--- src/rtl/myc64_prg_loader.sv ---
// .PRG stream loader: header decode, one ext write per payload byte.
// Optional zero-page pointer fixup via MYC64_PRG_LOADER_FIXUP_EN.
module myc64_prg_loader #(
    parameter int unsigned TIMEOUT_CYCLES = 64,
    parameter logic [15:0] FIXUP_BASE     = 16'h002D
) (
    input  logic        clk,
    input  logic        rst,
    input  logic        i_byte_valid,
    input  logic [7:0]  i_byte_data,
    input  logic        i_byte_last,
    output logic        o_byte_ready,
    output logic        o_ext_we,
    output logic [15:0] o_ext_addr,
    output logic [7:0]  o_ext_data,
    input  logic        i_ext_ready,
    output logic        o_busy,
    output logic        o_done,
    output logic        o_err
);

    typedef enum logic [2:0] {
        S_HDR_LO,
        S_HDR_HI,
        S_DATA,
        S_WRITE,
        S_DRAIN,
        S_DONE,
        S_ERR
`ifdef MYC64_PRG_LOADER_FIXUP_EN
        ,S_FIXUP
`endif
    } state_t;

    localparam logic [7:0] LP_TMO_LAST = 8'(TIMEOUT_CYCLES - 1);

    state_t      r_state;
    state_t      w_next;
    logic [15:0] r_addr;
    logic        r_last;
    logic [7:0]  r_cnt;
    logic        r_byte_ready;
    logic        r_ext_we;
    logic [15:0] r_ext_addr;
    logic [7:0]  r_ext_data;
    logic        w_xfer;
    logic        w_tmo;
    logic        w_rdy_nxt;
`ifdef MYC64_PRG_LOADER_FIXUP_EN
    logic        r_fix;
    logic [2:0]  r_fidx;
`endif

    assign w_xfer       = i_byte_valid & r_byte_ready;
    assign w_tmo        = (r_cnt == LP_TMO_LAST);
    assign o_byte_ready = r_byte_ready;
    assign o_ext_we     = r_ext_we;
    assign o_ext_addr   = r_ext_addr;
    assign o_ext_data   = r_ext_data;
    assign o_busy       = (r_state != S_HDR_LO);
    assign o_done       = (r_state == S_DONE);
    assign o_err        = (r_state == S_ERR);

    // State register
    always_ff @(posedge clk) begin
        if (rst) r_state <= S_HDR_LO;
        else     r_state <= w_next;
    end

    // Next-state decode
    always_comb begin
        w_next = r_state;
        unique case (r_state)
            S_HDR_LO: if (w_xfer) w_next = i_byte_last ? S_ERR : S_HDR_HI;
            S_HDR_HI: if (w_xfer) w_next = i_byte_last ? S_ERR : S_DATA;
            S_DATA:   if (w_xfer) w_next = S_WRITE;
            S_WRITE: begin
                if (i_ext_ready) begin
`ifdef MYC64_PRG_LOADER_FIXUP_EN
                    if (r_fix)       w_next = (r_fidx == 3'd5) ? S_DONE : S_FIXUP;
                    else if (r_last) w_next = S_FIXUP;
                    else             w_next = S_DATA;
`else
                    w_next = r_last ? S_DONE : S_DATA;
`endif
                end else if (w_tmo) begin
`ifdef MYC64_PRG_LOADER_FIXUP_EN
                    w_next = (r_last | r_fix) ? S_ERR : S_DRAIN;
`else
                    w_next = r_last ? S_ERR : S_DRAIN;
`endif
                end
            end
            S_DRAIN:  if (w_xfer && i_byte_last) w_next = S_ERR;
            S_DONE:   w_next = S_HDR_LO;
            S_ERR:    w_next = S_HDR_LO;
`ifdef MYC64_PRG_LOADER_FIXUP_EN
            S_FIXUP:  w_next = S_WRITE;
`endif
            default:  w_next = S_HDR_LO;
        endcase
    end

    // Byte-ready is registered from the next state, so it never follows i_byte_valid
    always_comb begin
        w_rdy_nxt = (w_next == S_HDR_LO) || (w_next == S_HDR_HI) ||
                    (w_next == S_DATA)   || (w_next == S_DRAIN);
    end

    // Address, write port, timeout counter and fixup sequencing
    always_ff @(posedge clk) begin
        if (rst) begin
            r_byte_ready <= 1'b1;
            r_addr       <= '0;
            r_last       <= 1'b0;
            r_cnt        <= '0;
            r_ext_we     <= 1'b0;
            r_ext_addr   <= '0;
            r_ext_data   <= '0;
`ifdef MYC64_PRG_LOADER_FIXUP_EN
            r_fix        <= 1'b0;
            r_fidx       <= '0;
`endif
        end else begin
            r_byte_ready <= w_rdy_nxt;
            case (r_state)
                S_HDR_LO: if (w_xfer) r_addr[7:0]  <= i_byte_data;
                S_HDR_HI: if (w_xfer) r_addr[15:8] <= i_byte_data;
                S_DATA: begin
                    if (w_xfer) begin
                        r_ext_data <= i_byte_data;
                        r_ext_addr <= r_addr;
                        r_ext_we   <= 1'b1;
                        r_last     <= i_byte_last;
                        r_cnt      <= '0;
                    end
                end
                S_WRITE: begin
                    if (i_ext_ready) begin
                        r_ext_we <= 1'b0;
`ifdef MYC64_PRG_LOADER_FIXUP_EN
                        if (r_fix) begin
                            r_fidx <= r_fidx + 3'd1;
                        end else begin
                            r_addr <= r_addr + 16'd1;
                            if (r_last) begin
                                r_fix  <= 1'b1;
                                r_fidx <= '0;
                            end
                        end
`else
                        r_addr <= r_addr + 16'd1;
`endif
                    end else if (w_tmo) begin
                        r_ext_we <= 1'b0;
                    end else begin
                        r_cnt <= r_cnt + 8'd1;
                    end
                end
`ifdef MYC64_PRG_LOADER_FIXUP_EN
                S_FIXUP: begin
                    r_ext_addr <= FIXUP_BASE + {13'd0, r_fidx};
                    r_ext_data <= r_fidx[0] ? r_addr[15:8] : r_addr[7:0];
                    r_ext_we   <= 1'b1;
                    r_cnt      <= '0;
                end
                S_DONE: r_fix <= 1'b0;
                S_ERR:  r_fix <= 1'b0;
`endif
                default: ;
            endcase
        end
    end

endmodule

--- config.mk ---
export PLATFORM = sky130hd
export DESIGN_NAME = myc64_prg_loader
export DESIGN_NICKNAME = d
export VERILOG_FILES = /design/src/rtl/myc64_prg_loader.sv
export SDC_FILE = /design/constraint.sdc
export NUM_CORES = 1
export LEC_CHECK = 0
export ABC_AREA = 1
export BUFFER_PORTS_ARGS = -buffer_cell sky130_fd_sc_hd__buf_2
export CAP_MARGIN = 40
export CORE_UTILIZATION = 55
export CTS_BUF_LIST = sky130_fd_sc_hd__clkbuf_8
export CTS_CLUSTER_DIAMETER = 40
export DETAILED_ROUTE_END_ITERATION = 8
export PLACE_DENSITY = 0.78
export SLEW_MARGIN = 30
export SYNTH_ARGS = -nofsm -noshare
export SYNTH_HDL_FRONTEND = slang
export SYNTH_SLANG_ARGS = --single-unit
--- constraint.sdc ---
create_clock -name clk -period 4.2 [get_ports clk]
set_input_delay 0.63 -clock clk [delete_from_list [all_inputs] [get_ports clk]]
set_output_delay 0.63 -clock clk [all_outputs]
set_load 0.1 [all_outputs]
# ---- Yosys cells after proc, flatten, opt, wreduce, memory -nomap -nowiden
# Cells that the tools add are included.
dict set report totals {
  reg_bits 54
  latchBits 0
  ram_bits 0
  rom_bits 0
  inputBits 13
  elab_cells 67
  mem_count 0
}
dict set report classes {
  addsub 2
  n_mul 0
  div 0
  n_lt_le_gt_ge 0
  eq_ne 17
  shifts 0
  n_mux 23
  bitwise 1
  reduce_logical 15
}
# op n
set op_table {}
lappend op_table {{case mux 8 bit (2 select lines)} 3}
lappend op_table {{2-to-1 mux 8 bit} 4}
lappend op_table {{2-to-1 mux 3 bit} 9}
lappend op_table {{adder 16 x 1 -> 16 bit, second input constant} 1}
lappend op_table {{2-to-1 mux 16 bit} 1}
lappend op_table {{case mux 3 bit (5 select lines)} 1}
lappend op_table {{== test 3 bit, second input constant} 4}
lappend op_table {{inequality test 2 bit, second input constant} 6}
lappend op_table {{== test 3 x 2 -> 1 bit, second input constant} 3}
lappend op_table {{AND reduction 3 bit} 3}
lappend op_table {{adder 8 x 1 -> 8 bit, second input constant} 1}
lappend op_table {{== test 8 x 6 -> 1 bit, second input constant} 1}
lappend op_table {{== test 3 x 1 -> 1 bit, second input constant} 2}
lappend op_table {{logical NOT 3 bit} 2}
lappend op_table {{nonzero test 2 bit} 3}
lappend op_table {{AND reduction 4 bit} 1}
lappend op_table {{logical OR 1 bit} 3}
lappend op_table {{2-to-1 mux 1 bit} 3}
lappend op_table {{inequality test 3 bit, second input constant} 1}
lappend op_table {{nonzero test 3 bit} 1}
lappend op_table {{2-to-1 mux 2 bit} 1}
lappend op_table {{case mux 1 bit (2 select lines)} 1}
lappend op_table {{AND reduction 2 bit} 1}
lappend op_table {{AND 1 bit} 1}
lappend op_table {{logical AND 1 bit} 1}

# ---- Depth between registers and ports, before layout
dict set report depth {
  ltp_word 8
  ltp_mapped 10
  depth_no_buf 10
}

# ---- Worst setup path after synthesis
# Ideal clock, no wire load.
dict set report synth_path {
  path_kind {register -> output}
  start {reg r_state[2]}
  end {out o_err}
  t_arrival_ps 2590
  slack_ps 980
  path_stages_with_launch 3
  n_path_buf 0
  path_cell_list {dfxtp_1 inv_2 nor3_1}
}
dict set report synth_via {
  elab_chain_cells 1
}
# item line
set synth_lines {}
lappend synth_lines {{start, declared} 37} ;# state_t r_state;
lappend synth_lines {{start signal, assigned} 67} ;# else r_state <= w_next;
lappend synth_lines {{== test 3 bit} 62} ;# assign o_err = (r_state == S_ERR);
lappend synth_lines {{end, declared} 19} ;# output logic o_err
# Every way passes these cells.

# ---- Worst setup path in the final report
dict set report layout_path {
  start {reg r_state[1]}
  end {out o_busy}
}
dict set report layout_via {
  elab_chain_cells 1
}
# item line
set layout_lines {}
lappend layout_lines {{nonzero test 3 bit} 60} ;# assign o_busy = (r_state != S_HDR_LO);
lappend layout_lines {{end, declared} 17} ;# output logic o_busy,
# Every way passes these cells.

==> flow_summary.toml <==
[synth]
synth-seq-cells = 54
syn-cell-area_sq_um = 2704
ys_warn_count = 0
syn_inst = 409
syn_nets = 424
ys_types = 30
seq_area_frac_synth = 0.3998
syn_avg_cell_area_sq_um = 6.611

[drt]
route.vias.total = 2718
drtIter0Drc = 259
viasPerCell = 5.329
ant_nets = 0
wire_per_inst_um = 12.45
drcViolationCount = 0
dr.pass1.iters = 7
drt_wl_total_um = 6350

[sta]
max-slew-margin-rel = 0.5731
setup_tns_ns = 0
clock.fmax_mhz = 457.7
worst_slew_pin_slew_ns = 0.6389
final_max_slew_viol_count = 0
fin_crit_sh = 0.5202
finalSetupViolCount = 0
rsz0062_at_grt = "false"
post-route-min-period_ns = 2.185
hold_viol = 0
fin_skew_ns = 0.008683
holdWs_ns = 0.4618

[global_route]
grt_first_pass_wirelength_um = 10670
grt.busiest_layer = "met2"
antenna_found_initial = 0
grtUsageTotal = 0.2572
grt_max_degree = 44
overflow = 0
grt.met1_usage = 0.3681
met3_usage = 0.04861
grt_pass1_vias = 2349
use_met2 = 0.3967

[place]
gp_congestion = 0.9001
dp_hpwl_um = 4374
io_buffers = 41
postPlaceCellArea_sq_um = 2923

[worst_setup_path]
start_kind = "flip-flop"
cp-end-kind = "output pin"
r2r_start = "r_state[1]"
path_common_cell = "inv_1"
r2r_cells = 6
slowest_stage = "dfxtp_1"
cp.required_ns = 3.57
cpPeakStageDelay_ns = 0.43
critPathBufInv = 3
ff2ff_setup_slack_ns = 2.08
crit_path_cell_trace = "inv_1, nand2_1, nor2_1, inv_1, buf_2"
critPathKind = "reg -> out"
critPathArrivalTime_ns = 1.55
cp_top_family = "buffers and inverters"
r2r_end = "o_ext_addr[0]"
cp_max_fo = 6

[pwr]
p_per_area_nw_per_um2 = 551.4
static-leakage-power_nw = 1.321
peakVddDrop_mv = 0.3088

[hold_path]
hold_start = "o_ext_we"
hp-class = "reg -> reg"
holdPathEnd = "o_ext_we"
worstHoldPathCells = 2

[final_layout]
fin_util = 0.6371
drive_gt1_frac = 0.1377
synthToLayoutAreaGrowth_pct = 11.29
fin_area_sq_um = 3009
nNetsFinal = 457
antenna_cells = 0

[cts]
clk_path_buf_depth = 2
cts_tree = "done"
root_buffer = "clkbuf_8"
post_cts_buffers = 0
cts_buffers = 5
path_clk_slew_ns = 0.09
clock_latency_ns = 0.32
cts_max_level = 2
cts.sinks = 54
cts_resized = 0
cts_hold_buf = 0

[die]
die-height_um = 72.12
start_util = 0.5725
die_w_um = 72.12
dieArea_sq_um = 5201
rows = 25
fp.coreArea_sq_um = 4723
num_io_pins = 42

[flow_run]
maxCapViolCount = 0

[status]
status = "finished clean"
-- cells by family after synthesis --
| logic type | synth area share |
|---|---|
| DFF | 0.3998 |
| buffers and inverters | 0.07867 |
| AOI/OAI and AO/OA | 0.1939 |
| xor gates and xnor gates | 0.009719 |
| and+or+nand+nor | 0.3087 |
| adders and majority gates | 0.009253 |
-- per-layer routing --
layer  wire length [um]  part of all wire  vias to the layer above
li1                   -                 -                     1412
met1               3217              0.51                     1225
met2               2747              0.43                       75
met3                322             0.051                        6
met4                 63            0.0099                        0
met5                  0                 0                        -
-- worst reg2reg max path: stages, from the launching register on --
cell and delay (ns):
dfxtp_1 0.43, inv_1 0.14, nor2_1 0.17, nand3_2 0.39, inv_2 0.59, o21ai_0 0.20
a21oi_1 0.15
-- area by class of cell --
cell class              count  area (sq um)
clock buffers               5         68.82
clock inverters             3         17.52
fillers                   448          1714
inverters                  38         142.6
multi-input cells         302          1410
flip-flops and latches     54          1081
well taps                  67         83.83
repair buffers             41         205.2
-- cells in the final DEF (no fill, tap or decap), drive strengths merged --
cell / Yosys / routed
nand2: 88 / 88
nor2: 66 / 66
dfxtp: 54 / 54
o21ai: 47 / 47
a21oi: 45 / 45
buf: 9 / 41
inv: 38 / 39
nand3: 31 / 31
nand4: 6 / 6
clkbuf: 6 / 5
a31oi: 3 / 3
nor3: 2 / 2
o211ai: 2 / 2
xor2: 2 / 2
ha: 2 / 2
a21boi: 2 / 2
clkinv: 0 / 2
a21o: 1 / 1
nand3b: 1 / 1
or2: 1 / 1
xnor2: 1 / 1
nor3b: 1 / 1
a22oi: 1 / 1
-- where the power goes --
| part | switching, mW | internal, mW | total, mW | leakage (nW) |
|---|---|---|---|---|
| clock | 0.173 | 0.116 | 0.288 | 0.0493 |
| combinational | 0.550 | 0.134 | 0.685 | 0.832 |
| sequential | 0.0845 | 0.602 | 0.686 | 0.440 |
| total | 0.807 | 0.852 | 1.66 | 1.32 |
-- worst max-delay path by stage --
stage	start	cells past startpoint	to
after global placement	i_byte_valid	7	o_ext_addr[13]
final	r_state[1]	5	o_busy
after detailed placement	i_byte_valid	7	o_ext_addr[5]
after CTS	r_state[1]	5	o_busy
after floorplan	r_state[2]	2	o_err
after global routing	r_state[1]	6	o_ext_addr[6]
-- stage by stage --
stage                     cells  worst slack (ns)  power, mW
final                       510             2.015      1.659
after global routing        510             1.745      1.753
after CTS                   510             2.031      1.659
after detailed placement    502             1.879      1.375
after global placement      502             1.945      1.363
after floorplan             409            0.9799      1.262
-- cell usage after synthesis (all sizes together) --
| master | count | share of area |
|---|---|---|
| nand3b | 1 | 0.0028 |
| a21oi | 45 | 0.083 |
| nor2 | 66 | 0.094 |
| xnor2 | 1 | 0.0032 |
| buf | 9 | 0.018 |
| a22oi | 1 | 0.0028 |
| ha | 2 | 0.0093 |
| nand4 | 6 | 0.014 |
| dfxtp | 54 | 0.40 |
| or2 | 1 | 0.0023 |
| a31oi | 3 | 0.0069 |
| o211ai | 2 | 0.0056 |
| o21ai | 47 | 0.087 |
| inv | 38 | 0.053 |
| nand3 | 31 | 0.061 |
| a21o | 1 | 0.0028 |
| nor3b | 1 | 0.0028 |
| a21boi | 2 | 0.0056 |
| clkbuf | 6 | 0.0083 |
| nand2 | 88 | 0.13 |
| nor3 | 2 | 0.0037 |
| xor2 | 2 | 0.0065 |
-- sequential cells by signal, summed over array words and instances, names as in the netlist --
| name | count |
|---|---|
| o_ext_addr | 16 |
| r_last | 1 |
| o_ext_data | 8 |
| o_ext_we | 1 |
| r_addr | 16 |
| r_cnt | 8 |
| r_state | 3 |
| o_byte_ready | 1 |
Note: power is estimated with default switching activity, not from simulation.
